## config.mk

```make
export PLATFORM = sky130hd
export DESIGN_NAME = channel_merge_rr
export DESIGN_NICKNAME = d
export VERILOG_FILES = /design/src/rtl/channel_merge_rr.sv
export SDC_FILE = /design/constraint.sdc
export NUM_CORES = 1
export LEC_CHECK = 0
export CAP_MARGIN = 25
export CORE_MARGIN = 3
export CORE_UTILIZATION = 45
export DETAILED_ROUTE_END_ITERATION = 16
export DONT_BUFFER_PORTS = 1
export GPL_TIMING_DRIVEN = 0
export PLACE_DENSITY_LB_ADDON = 0.15
export SKIP_LAST_GASP = 1
export SYNTH_ARGS = -nofsm -noshare
export SYNTH_HDL_FRONTEND = slang
export SYNTH_SLANG_ARGS = --single-unit
```

## constraint.sdc

```tcl
create_clock -name clk -period 1.85 [get_ports clk]
set_input_delay 0.2775 -clock clk [delete_from_list [all_inputs] [get_ports clk]]
set_output_delay 0.2775 -clock clk [all_outputs]
set_load 0.03 [all_outputs]
```

## src/rtl/channel_merge_rr.sv

```systemverilog
// rtl/channel_merge_rr.sv - M-input round-robin channel merge with optional packet lock and tagged output FIFO
// Grants come only from registered state and in_v, so in_a has no combinational path from out_a.
module channel_merge_rr #(
    parameter int N      = 8,
    parameter int M      = 4,
    parameter int TagW   = $clog2(M),
    parameter int PktLen = 1,
    parameter int D      = 2
) (
    input  logic                clk,
    input  logic                reset,
    input  logic [M*N-1:0]      in_d,
    input  logic [M-1:0]        in_v,
    output logic [M-1:0]        in_a,
    output logic [N+TagW-1:0]   out_d,
    output logic                out_v,
    input  logic                out_a
);

    localparam int PW = $clog2(D);
    localparam int CW = (PktLen > 1) ? $clog2(PktLen + 1) : 1;

    logic [N+TagW-1:0] fifo [D];
    logic [PW-1:0]     head;
    logic [PW-1:0]     tail;
    logic [PW:0]       count;
    logic [TagW-1:0]   last_grant;
    logic [TagW-1:0]   lock_idx;
    logic [TagW-1:0]   grant;
    logic [TagW-1:0]   idx;
    logic [CW-1:0]     word_ct;
    logic              locked;
    logic              full;
    logic              any_req;
    logic              wr;
    logic              rd;
    logic [N-1:0]      in_word [M];

    for (genvar i = 0; i < M; i++) begin : g_split
        assign in_word[i] = in_d[i*N +: N];
    end

    assign full  = (count == (PW+1)'(D));
    assign out_v = (count != '0);
    assign out_d = fifo[head];
    assign rd    = out_v & out_a;
    assign wr    = |in_a;

    always_comb begin
        in_a    = '0;
        grant   = last_grant;
        any_req = 1'b0;
        idx     = '0;
        if (locked) begin
            grant   = lock_idx;
            any_req = in_v[lock_idx];
        end else begin
            // Scan farthest-first so the nearest valid index after last_grant wins.
            for (int k = M; k >= 1; k--) begin
                idx = TagW'((int'(last_grant) + k) % M);
                if (in_v[idx]) begin
                    grant   = idx;
                    any_req = 1'b1;
                end
            end
        end
        if (any_req && !full && !reset) begin
            in_a[grant] = 1'b1;
        end
    end

    always_ff @(posedge clk) begin
        if (wr) begin
            fifo[tail] <= {grant, in_word[grant]};
        end
    end

    always_ff @(posedge clk) begin
        if (reset) begin
            head       <= '0;
            tail       <= '0;
            count      <= '0;
            last_grant <= TagW'(M - 1);
            lock_idx   <= '0;
            word_ct    <= '0;
            locked     <= 1'b0;
        end else begin
            if (wr) begin
                tail <= tail + 1'b1;
            end
            if (rd) begin
                head <= head + 1'b1;
            end
            case ({wr, rd})
                2'b10:   count <= count + 1'b1;
                2'b01:   count <= count - 1'b1;
                default: count <= count;
            endcase
            if (wr) begin
                if (PktLen == 1) begin
                    last_grant <= grant;
                end else if (!locked) begin
                    locked     <= 1'b1;
                    lock_idx   <= grant;
                    word_ct    <= CW'(1);
                    last_grant <= grant;
                end else if (word_ct == CW'(PktLen - 1)) begin
                    // Final word of the packet: release and resume round-robin after lock_idx.
                    locked     <= 1'b0;
                    word_ct    <= '0;
                    last_grant <= lock_idx;
                end else begin
                    word_ct <= word_ct + 1'b1;
                end
            end
        end
    end

    a_ack_implies_valid: assert property (@(posedge clk) (in_a & ~in_v) == '0);
    a_single_ack:        assert property (@(posedge clk) $onehot0(in_a));
    a_out_v_held:        assert property (@(posedge clk) disable iff (reset)
                                          (out_v && !out_a) |=> out_v);

endmodule

```

# [Yosys cells after proc, flatten, opt, wreduce, memory -nomap -nowiden]
# Memories as Yosys holds them, arrays and structs flattened. A register that Yosys moved wholly into a read port is not among the register bits.
# Index checks and enable logic that the tools add are counted.
[word_totals] register_bits=6 latch_bits=0 ramBits=20 rom_bits=0 inputBits=39 output_inout_bits=15 word_cells=60 n_memories=1
[mem_list] name="fifo" depth=2 width=10 read_ports=1 rd_ports_with_merged_regs=1 write_ports=1 line="23" source="logic [N+TagW-1:0] fifo [D];"
[classes] add_sub_neg=8 multipliers=0 div=0 order_cmp=7 n_eq_ne=3 n_shift=0 muxes=27 n_bitwise=2 reduce_logical=8
[op_table] op="binary-select mux 8 bit (select 2 bit)" n=1
[op_table] op="2-to-1 mux 8 bit" n=2
[op_table] op="< comparator 2 x 3 -> 1 bit (second input constant)" n=5
[op_table] op="2-to-1 mux 1 bit" n=13
[op_table] op="binary-select mux 1 bit (select 2 bit)" n=4
[op_table] op="2-to-1 mux 2 bit" n=4
[op_table] op="adder 2 x 1 -> 2 bit (second input constant)" n=3
[op_table] op="adder 2 bit (second input constant)" n=2
[op_table] op="equality test 2 bit (second input constant)" n=2
[op_table] op="2-to-1 mux 4 bit" n=1
[op_table] op="case mux 2 bit (2 select lines)" n=1
[op_table] op="nonzero test 2 bit" n=2
[op_table] op="OR reduction 4 bit" n=1
[op_table] op=">= comparator 3 bit (second input constant)" n=1
[op_table] op="logical AND 1 bit" n=3
[op_table] op="inverter 2 -> 3 bit" n=1
[op_table] op="adder 1 bit (second input constant)" n=2
[op_table] op="demux 1 bit (select 2 bit)" n=1
[op_table] op="equality test 2 x 1 -> 1 bit (second input constant)" n=1
[op_table] op=">= comparator 2 x 1 -> 1 bit (second input constant)" n=1
[op_table] op="logical NOT 1 bit" n=2
[op_table] op="subtractor 2 x 1 -> 2 bit (second input constant)" n=1
[op_table] op="AND 1 bit" n=1

# [Logic depth before layout (Yosys ltp)]
[depth] word_depth=15 ltp_mapped=8 mapped_depth_nobuf=7

# [Worst setup path after synthesis]
# Ideal clock, no wire load.
[synth_path] path_type="reg2out" startpoint="reg last_grant[0]" endpoint="out in_a[2]" arrival_ps=1806 required_ps=1572 path_slack_ps=-233 path_stages_with_launch=7 path_buffers=1 cell_sequence="dfxtp_1 > or2b_2 > o21ai_2 > a221oi_2 > buf_6 > inv_1 > nor3b_1"
[synth_via] elab_chain_len=12 elab_cells_between_ends=28 classes_between="add/sub (4); order compare (2); mux (19); reduce/logical (3)"
[synth_rtl] item="start, declared" line="27" source="logic [TagW-1:0] last_grant;"
[synth_rtl] item="start signal, assigned" line="83" source="last_grant <= TagW'(M - 1);"
[synth_rtl] item="start signal, assigned" line="101" source="last_grant <= grant;"
[synth_rtl] item="start signal, assigned" line="106" source="last_grant <= grant;"
[synth_rtl] item="adder 2 x 1 -> 2 bit" line="60" source="idx = TagW'((int'(last_grant) + k) % M);"
[synth_rtl] item="binary-select mux 1 bit (select 2 bit)" line="61" source="if (in_v[idx]) begin"
[synth_rtl] item="2-to-1 mux 1 bit (not written as such)" line="61"
[synth_rtl] item="2-to-1 mux 2 bit (3 in series)" line="61"
[synth_rtl] item="2-to-1 mux 2 bit *" line="61"
[synth_rtl] item="named net grant[0]" line="29" source="logic [TagW-1:0] grant;"
[synth_rtl] item="< comparator 2 x 3 -> 1 bit (not written as such) or >= comparator 2 x 1 -> 1 bit (tied branches)" line="68" source="in_a[grant] = 1'b1;"
[synth_rtl] item="logical AND 1 bit (not written as such)" line="68"
[synth_rtl] item="2-to-1 mux 1 bit (not written as such)" line="68"
[synth_rtl] item="demux 1 bit (select 2 bit) *" line="68"
[synth_rtl] item="2-to-1 mux 4 bit *" line="67" source="if (any_req && !full && !reset) begin"
[synth_rtl] item="end, declared" line="14" source="output logic [M-1:0] in_a,"
# Mark *: on every way through the listed nets, which the timed path passes. The rest lies on a longest branch. The select of a mux whose other input is x is not followed.

# [Final worst setup path]
[layout_path] startpoint="reg last_grant[0]" endpoint="out in_a[3]"
[layout_via] elab_chain_len=12 elab_cells_between_ends=28 classes_between="add/sub (4); order compare (2); mux (19); reduce/logical (3)"
[layout_rtl] item="adder 2 x 1 -> 2 bit" line="60"
[layout_rtl] item="binary-select mux 1 bit (select 2 bit)" line="61"
[layout_rtl] item="2-to-1 mux 1 bit (not written as such)" line="61"
[layout_rtl] item="2-to-1 mux 2 bit (4 in series)" line="61"
[layout_rtl] item="< comparator 2 x 3 -> 1 bit (not written as such) or >= comparator 2 x 1 -> 1 bit (tied branches)" line="68"
[layout_rtl] item="logical AND 1 bit (not written as such)" line="68"
[layout_rtl] item="2-to-1 mux 1 bit (not written as such)" line="68"
[layout_rtl] item="demux 1 bit (select 2 bit)" line="68"
[layout_rtl] item="2-to-1 mux 4 bit *" line="67"
# Every way passes the cells marked *; elsewhere a longest branch is shown, timed or not. The select of a mux whose other input is x is not followed.

==> summary.md <==
| Metric | Value |
|---|---|
| Int Power | `roughly 0.0016 W` |
| CP arrival | `about 1.8 ns` |
| Critical path data required time | `1.57 ns` |
| Final slew viol count | `0` |
| DP Wirelength | `1830 µm` |
| Netlist cell types | `31` |
| Register area share after synthesis | `0.524` |
| Slew @ Worst Pin | `~0.46 ns` |
| Commonest non-fill, non-tap cells in the layout | `24 x mux2i_1, 20 x edfxtp_1, 10 x mux2_2` |
| RSZ-0062 raised after global routing | `yes` |
| Most common cell after layout, fill and taps aside | `mux2i_1` |
| Clock slew at the register clock pins of the worst setup and hold paths | `around 0.15 ns` |
| Hold Violations, Final | `0` |
| Die ar. | `approximately 3900 µm²` |
| Switch share | `0.406` |
| Root Driver | `clkbuf_4` |
| CP Capture Type | `primary output` |
| Comb pwr share | `0.533` |
| CP Launch Point | `last_grant[0]` |
| Drt wl/cell | `about 16 µm` |
| Clock Path Buffers | `2` |
| Final WS setup | `-0.242 ns` |
| Most area-consuming cells after synthesis | `edfxtp_1 42%, mux2i_1 17%, dfxtp_1 9.9%` |
| ANT cells | `0` |
| Worst Setup EP | `in_a[3]` |
| Grt total ovfl | `0` |
| Cell taking the most area after synthesis | `edfxtp_1` |
| Failing checks | `setup timing` |
| Die W | `about 62 µm` |
| Vias | `between 800 and 900` |
| Residual DRC count | `0` |
| Syn Area/Cell | `about 13 µm²` |
| Max-capacitance violation count | `0` |
| Number of CTS-inserted buffers | `3` |
| Pre-antenna DRT Iters | `3` |
| Leakage | `between 0.6 and 0.7 nW` |
| PortBufs | `0` |
| Largest net degree at the start of global routing | `17` |
| Post-Route WL | `about 2600 µm` |
| Setup TNS | `-0.808 ns` |
| Syn_nets | `147` |
| I/O pins | `between 50 and 60` |
| Clk Latency, worst-skew pair | `roughly 0.33 ns` |
| Maximum vdd drop | `0.736 mV` |
| Worst hold path type | `in -> reg` |
| Clock power frac | `0.098` |
| Hold path start | `in_d[12]` |
| Layout Nets | `approximately 160` |
| CTS tree | `yes` |
| GP Congestion | `between 0.7 and 0.8` |
| Slew Limit Headroom | `0.692` |
| Synthesized cell area | `around 1400 µm²` |
| Critical R2R Launch | `count[1]` |
| Power per Cell Area | `roughly 1600 nW/µm²` |
| Iter 0 DRT Violations | `9` |
| Period utilisation layout | `1.13` |
| GRT Total Usage | `0.139` |
| ANT nets after route | `0` |
| Critical Path Source Type | `flop` |
| Cts hold-fix bufs | `0` |
| Warnings, synthesis | `0` |
| Vias/cell | `around 5.4` |
| Final Util | `0.580` |
| Switching pwr | `0.00110 W` |
| Core region area | `2880 µm²` |
| Crit path max fanout | `6` |
| Reg power frac | `0.369` |
| Vias in the first global route | `867` |
| Status | `finished, violations left` |
| R2R Path End | `count[1]` |
| First-pass GRT wire length | `slightly below 4000 µm` |
| Fmax achieved | `approximately 0.48 GHz` |
| #FFs+latches synth | `27` |
| Clk sinks | `27` |
| Critical path class | `reg -> out` |
| Die Height | `62.1 µm` |
| Setup-violating endpoint count in the final report | `4` |
| Tmin final | `roughly 2.1 ns` |
| Layout cells sized above 1 | `0.398` |
| Share of Yosys cell area claimed by the top area cell type | `0.425` |
| FF-to-FF setup slack | `approximately 0.02 ns` |
| Antenna violations before repair | `0` |
| H-tree Lvls | `1` |
| Worst r2r path cells | `6` |
| Fill cell total of the finished layout | `254` |
| Multi-input combinational cell area | `between 700 and 800 µm²` |
| Skew final | `0.00305 ns` |
| Register Area | `around 740 µm²` |
| Syn Inst Count | `about 110` |
| Layout area overhead | `18.0%` |
| Initial Utilization | `0.492` |
| Row cnt | `19` |
## power by group through the flow
stage	Sequential [W]	Clock, W	Combinational (W)
floorplan	0.000975	0	0.00109
global placement	0.000987	0	0.00123
detailed placement	0.000996	0	0.00125
CTS	0.00100	0.000268	0.00141
global route	0.00103	0.000297	0.00155
finish	0.00100	0.000267	0.00145
## worst min path at each step
| stage | depth (start not counted) | slack, ns | endpoint |
|---|---|---|---|
| finish | 2 | 0.26 | fifo[1][4] |
| global route | 2 | 0.28 | fifo[0][4] |
| CTS | 2 | 0.26 | fifo[1][4] |
| detailed placement | 2 | 0.50 | count[1] |
| global placement | 2 | 0.48 | count[1] |
| floorplan | 2 | 0.46 | count[1] |
## cell type report
type	instances	area share
Multi-Input combinational cell	71	0.428
Timing Repair Buffer	9	0.0428
Clock buffer	3	0.0135
Buffer	4	0.0263
Tap cell	42	0.0315
Sequential cell	27	0.446
Inverter	3	0.00675
Clock inverter	1	0.00450
## through the flow
| stage | setup slack (ns) | cells | hold WS, ns | power, W | cell area (µm²) |
|---|---|---|---|---|---|
| floorplan | 0.0218 | 107 | 0.461 | 0.00207 | 1460 |
| global placement | -0.276 | 149 | 0.477 | 0.00221 | 1510 |
| detailed placement | -0.322 | 149 | 0.500 | 0.00224 | 1510 |
| CTS | -0.253 | 160 | 0.261 | 0.00268 | 1640 |
| global route | -0.340 | 160 | 0.283 | 0.00288 | 1670 |
| finish | -0.242 | 160 | 0.257 | 0.00272 | 1670 |
## critical path: stages (launching register included)
cell      delay, ns
dfxtp_2        0.36
or2b_2         0.31
o21ai_2        0.07
a221oi_2       0.09
buf_6          0.13
buf_4          0.17
nor3b_4        0.37
## state kept, by name, indices dropped and copies added (netlist names), named ones only
register / flops
fifo: 20
count: 2
last_grant: 2
head: 1
tail: 1
## cell families after synthesis
| kind of cell | Yosys count | share of synthesized area |
|---|---|---|
| DFF | 27 | 0.524 |
| AOI/OAI and AO/OA | 11 | 0.0673 |
| buffers and inverters | 9 | 0.0425 |
| adders and majority gates | 1 | 0.00885 |
| and+or+nand+nor | 21 | 0.0832 |
| xor gates and xnor gates | 4 | 0.0248 |
| muxes | 34 | 0.250 |
## what timing repair did
item,4_1_cts,5_1_grt
endpoints found under the setup margin,35,33
buffers inserted,9,0
gates resized for setup,12,7
pin swaps,5,3
## routing by layer
metal | part of all wire | track usage | vias up
li1 | - | - | 414
met1 | 0.40 | 0.172 | 415
met2 | 0.52 | 0.241 | 31
met3 | 0.077 | 0.0331 | 0
met4 | 0 | 0.0364 | 0
met5 | 0 | 0 | -
## Yosys cell counts
master	instances
a211o_1	2
a21oi_1	2
a221oi_2	1
and2_1	1
buf_2	1
buf_4	1
buf_6	2
clkbuf_1	1
clkdlybuf4s18_1	1
dfxtp_1	7
edfxtp_1	20
ha_1	1
inv_1	3
mux2_2	10
mux2i_1	24
nand2b_1	1
nor2_1	8
nor2b_1	1
nor3_1	2
nor3b_1	2
o211ai_1	1
o21a_1	2
o21ai_0	1
o21ai_2	1
o41ai_2	1
or2_2	2
or2b_1	1
or2b_2	2
or3_1	1
xnor2_1	3
xor2_1	1
Power figures use the tool's default switching activity.
